File: src/rtl/bias_group_seq_l9_if.sv
// Handshake/bus bundle between the layer-9 bias sequencer and its neighbours.
// L9_PERF_CNT_EN adds the cycle_cnt_o performance counter output.
interface bias_group_seq_l9_if #(
   parameter int W = 288
);
   logic         start_i;
   logic         tile_valid_i;
   logic         out_ready_i;
   logic [W-1:0] bias_in_i;
   logic [2:0]   z_o;
   logic [W-1:0] bias_q_o;
   logic         bias_vld_o;
   logic         acc_clr_o;
   logic         busy_o;
   logic         done_o;
`ifdef L9_PERF_CNT_EN
   logic [31:0]  cycle_cnt_o;

   modport master (
      output start_i, tile_valid_i, out_ready_i, bias_in_i,
      input  z_o, bias_q_o, bias_vld_o, acc_clr_o, busy_o, done_o, cycle_cnt_o
   );
   modport slave (
      input  start_i, tile_valid_i, out_ready_i, bias_in_i,
      output z_o, bias_q_o, bias_vld_o, acc_clr_o, busy_o, done_o, cycle_cnt_o
   );
`else
   modport master (
      output start_i, tile_valid_i, out_ready_i, bias_in_i,
      input  z_o, bias_q_o, bias_vld_o, acc_clr_o, busy_o, done_o
   );
   modport slave (
      input  start_i, tile_valid_i, out_ready_i, bias_in_i,
      output z_o, bias_q_o, bias_vld_o, acc_clr_o, busy_o, done_o
   );
`endif
endinterface

File: src/rtl/bias_group_seq_l9.sv
// Layer-9 bias group sequencer: steps the 8:1 bias mux, counts adder-tree tiles per group
// and hands each captured bias word to the output stage. L9_PERF_CNT_EN adds cycle_cnt_o.
module bias_group_seq_l9 #(
   parameter int N_adder_tree = 16,
   parameter int N_TILES      = 9,
   parameter int N_GROUPS     = 8
) (
   input  logic              clk,
   input  logic              rst,
   bias_group_seq_l9_if.slave bus
);
   localparam int W   = N_adder_tree * 18;
   localparam int TCW = (N_TILES > 1) ? $clog2(N_TILES) : 1;
   localparam logic [TCW-1:0] TILE_LAST = TCW'(N_TILES - 1);
   localparam logic [2:0]     GRP_LAST  = 3'(N_GROUPS - 1);

   typedef enum logic [2:0] {
      S_IDLE,
      S_SEL,
      S_ACCUM,
      S_BIAS,
      S_DONE
   } state_t;

   state_t         state_q;
   logic [2:0]     grp_q;
   logic [TCW-1:0] tile_cnt_q;
   logic [W-1:0]   bias_word_q;
   logic           bias_vld_q;
   logic           acc_clr_q;
   logic           busy_q;
   logic           done_q;

   // All outputs are registered; grp_q doubles as the mux select so z never glitches.
   always_ff @(posedge clk or posedge rst) begin
      if (rst) begin
         state_q     <= S_IDLE;
         grp_q       <= '0;
         tile_cnt_q  <= '0;
         bias_word_q <= '0;
         bias_vld_q  <= 1'b0;
         acc_clr_q   <= 1'b0;
         busy_q      <= 1'b0;
         done_q      <= 1'b0;
      end else begin
         // NOTE: non-blocking assignments throughout, so every branch sees the
         // pre-edge values; the pulse outputs default low and are re-armed per state.
         acc_clr_q <= 1'b0;
         done_q    <= 1'b0;
         case (state_q)
            S_IDLE: begin
               if (bus.start_i) begin
                  state_q    <= S_SEL;
                  grp_q      <= '0;
                  tile_cnt_q <= '0;
                  acc_clr_q  <= 1'b1;
                  busy_q     <= 1'b1;
               end
            end
            S_SEL: begin
               // z has been stable for this whole cycle, so the mux output is settled.
               bias_word_q <= bus.bias_in_i;
               state_q     <= S_ACCUM;
            end
            S_ACCUM: begin
               if (bus.tile_valid_i) begin
                  if (tile_cnt_q == TILE_LAST) begin
                     tile_cnt_q <= '0;
                     bias_vld_q <= 1'b1;
                     state_q    <= S_BIAS;
                  end else begin
                     tile_cnt_q <= tile_cnt_q + 1'b1;
                  end
               end
            end
            S_BIAS: begin
               if (bus.out_ready_i) begin
                  bias_vld_q <= 1'b0;
                  if (grp_q == GRP_LAST) begin
                     done_q  <= 1'b1;
                     state_q <= S_DONE;
                  end else begin
                     grp_q     <= grp_q + 3'd1;
                     acc_clr_q <= 1'b1;
                     state_q   <= S_SEL;
                  end
               end
            end
            S_DONE: begin
               grp_q   <= '0;
               busy_q  <= 1'b0;
               state_q <= S_IDLE;
            end
            default: begin
               state_q <= S_IDLE;
               busy_q  <= 1'b0;
            end
         endcase
      end
   end

   assign bus.z_o        = grp_q;
   assign bus.bias_q_o   = bias_word_q;
   assign bus.bias_vld_o = bias_vld_q;
   assign bus.acc_clr_o  = acc_clr_q;
   assign bus.busy_o     = busy_q;
   assign bus.done_o     = done_q;

`ifdef L9_PERF_CNT_EN
   logic        start_acc;
   logic [31:0] cyc_cnt_q;
   logic [31:0] cyc_cnt_d;

   assign start_acc = (state_q == S_IDLE) && bus.start_i;

   // The accepting cycle reads 0 and counts as the first cycle of the pass.
   always_comb begin
      // NOTE: default first so no path leaves cyc_cnt_d unassigned (no latch).
      cyc_cnt_d = cyc_cnt_q;
      if (start_acc) begin
         cyc_cnt_d = 32'd1;
      end else if (busy_q && (cyc_cnt_q != 32'hFFFF_FFFF)) begin
         cyc_cnt_d = cyc_cnt_q + 32'd1;
      end
   end

   always_ff @(posedge clk or posedge rst) begin
      if (rst) begin
         cyc_cnt_q <= '0;
      end else begin
         cyc_cnt_q <= cyc_cnt_d;
      end
   end

   assign bus.cycle_cnt_o = start_acc ? 32'd0 : cyc_cnt_q;
`endif

endmodule

File: src/flat_wrapper.sv
// flat-port wrapper written by rule: the top's interface ports become plain ports
module bias_group_seq_l9_flat 
#(
   parameter int N_adder_tree = 16,
   parameter int N_TILES      = 9,
   parameter int N_GROUPS     = 8
)
  (clk, rst, bus_start_i, bus_tile_valid_i, bus_out_ready_i, bus_bias_in_i, bus_z_o, bus_bias_q_o, bus_bias_vld_o, bus_acc_clr_o, bus_busy_o, bus_done_o);
  bias_group_seq_l9_if #(.W(((16) * 18))) bus_i ();
  input  logic clk;
  input  logic rst;
  input wire logic [$bits(bus_i.start_i)-1:0] bus_start_i;
  input wire logic [$bits(bus_i.tile_valid_i)-1:0] bus_tile_valid_i;
  input wire logic [$bits(bus_i.out_ready_i)-1:0] bus_out_ready_i;
  input wire logic [$bits(bus_i.bias_in_i)-1:0] bus_bias_in_i;
  output wire logic [$bits(bus_i.z_o)-1:0] bus_z_o;
  output wire logic [$bits(bus_i.bias_q_o)-1:0] bus_bias_q_o;
  output wire logic [$bits(bus_i.bias_vld_o)-1:0] bus_bias_vld_o;
  output wire logic [$bits(bus_i.acc_clr_o)-1:0] bus_acc_clr_o;
  output wire logic [$bits(bus_i.busy_o)-1:0] bus_busy_o;
  output wire logic [$bits(bus_i.done_o)-1:0] bus_done_o;
  assign bus_i.start_i = bus_start_i;
  assign bus_i.tile_valid_i = bus_tile_valid_i;
  assign bus_i.out_ready_i = bus_out_ready_i;
  assign bus_i.bias_in_i = bus_bias_in_i;
  assign bus_z_o = bus_i.z_o;
  assign bus_bias_q_o = bus_i.bias_q_o;
  assign bus_bias_vld_o = bus_i.bias_vld_o;
  assign bus_acc_clr_o = bus_i.acc_clr_o;
  assign bus_busy_o = bus_i.busy_o;
  assign bus_done_o = bus_i.done_o;
  bias_group_seq_l9 #(.N_adder_tree(N_adder_tree), .N_TILES(N_TILES), .N_GROUPS(N_GROUPS)) u_core (.clk(clk), .rst(rst), .bus(bus_i));
endmodule
File: config.mk
export PLATFORM = sky130hd
export DESIGN_NAME = bias_group_seq_l9_flat
export DESIGN_NICKNAME = d
export VERILOG_FILES = /design/src/rtl/bias_group_seq_l9_if.sv /design/src/rtl/bias_group_seq_l9.sv /design/src/flat_wrapper.sv
export SDC_FILE = /design/constraint.sdc
export NUM_CORES = 1
export LEC_CHECK = 0
export ABC_AREA = 1
export CAP_MARGIN = 20
export CORE_AREA = 2 2 227 229
export DETAILED_ROUTE_END_ITERATION = 8
export DIE_AREA = 0 0 229 231
export PLACE_DENSITY = 0.58
export SKIP_LAST_GASP = 1
export SYNTH_ARGS = -nofsm -noshare
export SYNTH_HDL_FRONTEND = slang
export SYNTH_SLANG_ARGS = --single-unit
export TNS_END_PERCENT = 10
File: constraint.sdc
create_clock -name clk -period 16.13 [get_ports clk]
set_input_delay 4.839 -clock clk [delete_from_list [all_inputs] [get_ports clk]]
set_output_delay 4.839 -clock clk [all_outputs]
set_load 0.005 [all_outputs]
==> flow_metrics.env <==
export IMPL_status="completed"
export IMPL_crit_path_start_kind="input port"
export IMPL_cts_tree="done"
export IMPL_grt_pass1_vias=10027
export IMPL_ff2ff_path_depth=6
export IMPL_num_io_pins=588
export IMPL_finalSetupTns_ps=0
export IMPL_critical_path_endpoint="u_core.bus.bias_q_o[228]"
export IMPL_arrival_ps=7550
export IMPL_power_density_mw_per_mm2=184
export IMPL_maxSlewViolCount=0
export IMPL_p_seq_frac=0.370
export IMPL_first_iter_violations=555
export IMPL_intPower_mw=2.42
export IMPL_worst_pin_slew_ps=1270
export IMPL_post_cts_buffers=0
export IMPL_path_max_fanout=111
export IMPL_synth_compound_area_frac=0.123
export IMPL_leakage_nw=9.46
export IMPL_hold_violations=0
export IMPL_r2r_start="u_core.state_q[1]"
export IMPL_drt_pass1_iter_count=6
export IMPL_cts_hold_buf=0
export IMPL_rsz0062_at_grt="no"
export IMPL_p_switching_mw=1.17
export IMPL_fin_nets=2186
export IMPL_yosysUniqueCellTypes=22
export IMPL_clockBufferDepth=3
export IMPL_die_w_microns=229
export IMPL_h_tree_depth=2
export IMPL_crit_type="input port to async pin"
export IMPL_overflow=0
export IMPL_mappedNetlistNets=1618
export IMPL_clk_latency_ps=520
export IMPL_yosysSeqAreaShare=0.631
export IMPL_clockRootBuffer="clkbuf_16"
export IMPL_crit_top_cell="buf_4"
export IMPL_synth_adder_area_share=0.00522
export IMPL_hpwl_mm=26.8
export IMPL_ant_nets=0
export IMPL_p_comb_frac=0.416
export IMPL_synthSimpleGateAreaFrac=0.113
export IMPL_syn_avg_cell_area_sq_um=9.08
export IMPL_hp_start="u_core.bus.busy_o"
export IMPL_ff2ff_setup_slack_ps=13180
export IMPL_rr_endpoint="u_core.bus.bias_q_o[165]"
export IMPL_drive_above_1_share=0.0335
export IMPL_hold_class="register to register"
export IMPL_slowest_delay_ps=770
export IMPL_avgRoutedWirePerCell_microns=14.1
export IMPL_antenna_found_initial=1
export IMPL_period_needed_ps=7020
export IMPL_slew_limit_headroom=0.154
export IMPL_dieArea_sq_mm=0.0529
export IMPL_period_share=0.435
export IMPL_skew_ps=13.3
export IMPL_synthXorXnorAreaFrac=0.00146
export IMPL_yosys_warnings=0
export IMPL_end_kind="async pin"
export IMPL_rows=83
export IMPL_clock_power_share=0.214
export IMPL_maxCapViolCount=0
export IMPL_path_clk_slew_ps=60
export IMPL_synth_seq_cells=302
export IMPL_path_delay_family="buffers and inverters"
export IMPL_track_usage=0.133
export IMPL_ir_drop_uv=151
export IMPL_wirelength_mm=36.5
export IMPL_path_buf_inv=4
export IMPL_netSwitchingFraction=0.325
export IMPL_setup_ws_ps=9110
export IMPL_numCtsBuffers=36
export IMPL_cp_depth=4
export IMPL_netlist_area_sq_mm=0.0120
export IMPL_cp_slowest_cell="buf_4"
export IMPL_port_buffers=587
export IMPL_cp_startpoint="rst"
export IMPL_vias_per_cell=3.92
export IMPL_clock_fmax_ghz=0.143
export IMPL_clock_sinks=302
export IMPL_synth_top_family_by_area="buffers and inverters"
export IMPL_crit_chain="clkdlybuf4s50_1 > inv_8 > buf_4 > buf_4"
export IMPL_start_util=0.236
export IMPL_muxShareOfSynthArea=0
export IMPL_area_growth_pct=63.0
export IMPL_core_area_sq_mm=0.0507
export IMPL_setup_violations=0
export IMPL_critPathRequiredTime_ps=16660
export IMPL_ctsResizeCount=0
export IMPL_place_congestion=0.932
export IMPL_finalPower_mw=3.59
export IMPL_nFillCells=5172
export IMPL_grt_max_degree=271
export IMPL_place_ws_ps=8320
export IMPL_grt_pass1_wl_mm=56.3
export IMPL_die_h_microns=231
export IMPL_synth_cells=1320
export IMPL_drc=0
export IMPL_vias=10164
worst min-delay path by stage:
stage / to / depth (start not counted)
3_3_place_gp: u_core.bus.bias_q_o[14] / 2
2_1_floorplan: u_core.bus.busy_o / 2
5_1_grt: u_core.bus.bias_q_o[143] / 2
4_1_cts: u_core.bus.busy_o / 2
6_report: u_core.bus.busy_o / 2
3_5_place_dp: u_core.bus.busy_o / 2
state kept, by name (all words and copies together) (netlist names):
name / count
u_core.tile_cnt_q: 4
u_core.state_q: 3
u_core.bus.bias_q_o: 288
u_core.bus.bias_vld_o: 1
u_core.bus.busy_o: 1
u_core.bus.done_o: 1
u_core.bus.z_o: 3
u_core.bus.acc_clr_o: 1
layout make-up:
class / count / area (sq um) / share of cell area
antenna: 1 / 2.50 / 0.000128
timing repair buffer: 594 / 5960 / 0.305
sequential: 302 / 7560 / 0.387
inverter: 305 / 1150 / 0.0590
tap: 680 / 851 / 0.0436
clock inverter: 9 / 58.8 / 0.00301
clock buffer: 54 / 1050 / 0.0537
multi-input combinational: 649 / 2900 / 0.149
stage by stage:
step	instances	cell area [sq um]	utilization	hold slack [ps]
finish	2594	19500	0.385	479
global route	2594	19500	0.385	499
CTS	2592	19500	0.385	484
detailed placement	2529	18400	0.363	468
global placement	2529	18400	0.363	464
floorplan	1320	12000	-	474
power groups by stage:
stage / Sequential (mW) / Combinational [mW] / Clock, mW
floorplan: 1.35 / 0.570 / 0
global placement: 1.32 / 1.49 / 0
detailed placement: 1.33 / 1.51 / 0
CTS: 1.33 / 1.52 / 0.801
global route: 1.37 / 1.66 / 0.832
finish: 1.33 / 1.49 / 0.768
cells in the mapped netlist:
master / n / area (sq um)
o31ai_1: 1 / 7.51
nand3_1: 14 / 70.1
buf_6: 2 / 22.5
o21ai_1: 29 / 145
buf_4: 20 / 150
nand4_1: 3 / 18.8
a21oi_1: 1 / 5.00
xor2_1: 1 / 8.76
nand2_2: 1 / 6.26
inv_1: 303 / 1140
inv_2: 2 / 7.51
nand3_4: 1 / 17.5
ha_1: 5 / 62.6
clkbuf_2: 9 / 45.0
buf_2: 29 / 145
xnor2_1: 1 / 8.76
clkbuf_1: 4 / 15.0
and2_1: 1 / 6.26
nand2_1: 317 / 1190
dfrtp_1: 302 / 7560
o21ai_0: 263 / 1320
nor2_1: 11 / 41.3
cells by family after synthesis:
group / Yosys count
buffers and inverters: 369
AOI/OAI and AO/OA: 294
and+or+nand+nor: 348
xor gates and xnor gates: 2
DFF: 302
adders and majority gates: 5
per-layer routing:
| metal | up-vias | track usage | routed length (microns) |
|---|---|---|---|
| met1 | 4613 | 0.155 | 14800 |
| met3 | 59 | 0.0468 | 3100 |
| met4 | 0 | 0.0548 | 1190 |
| li1 | 5100 | - | - |
| met5 | - | 0 | 0 |
| met2 | 392 | 0.224 | 17400 |
cell usage in the layout (no fill, tap or decap):
cell,n
a21oi_1,1
and2_1,1
buf_12,1
buf_16,1
buf_4,5
clkbuf_1,11
clkbuf_16,37
clkbuf_8,6
clkdlybuf4s50_1,587
clkinv_2,5
clkinv_4,2
clkinvlp_4,1
dfrtp_1,302
diode_2,1
ha_1,5
inv_1,302
inv_2,2
inv_6,1
inv_8,1
nand2_1,317
nand2_2,1
nand3_1,14
nand3_4,1
nand4_1,3
nor2_1,11
o21ai_0,263
o21ai_1,29
o31ai_1,1
xnor2_1,1
xor2_1,1
worst reg2reg max path, cell delays in order, from the launching register on:
cell and delay (ps):
dfrtp_1 450, inv_2 80, nand3_4 160, buf_16 280
buf_4 660, buf_4 880, o21ai_0 270
No activity file was read; power rests on OpenSTA's default activity.
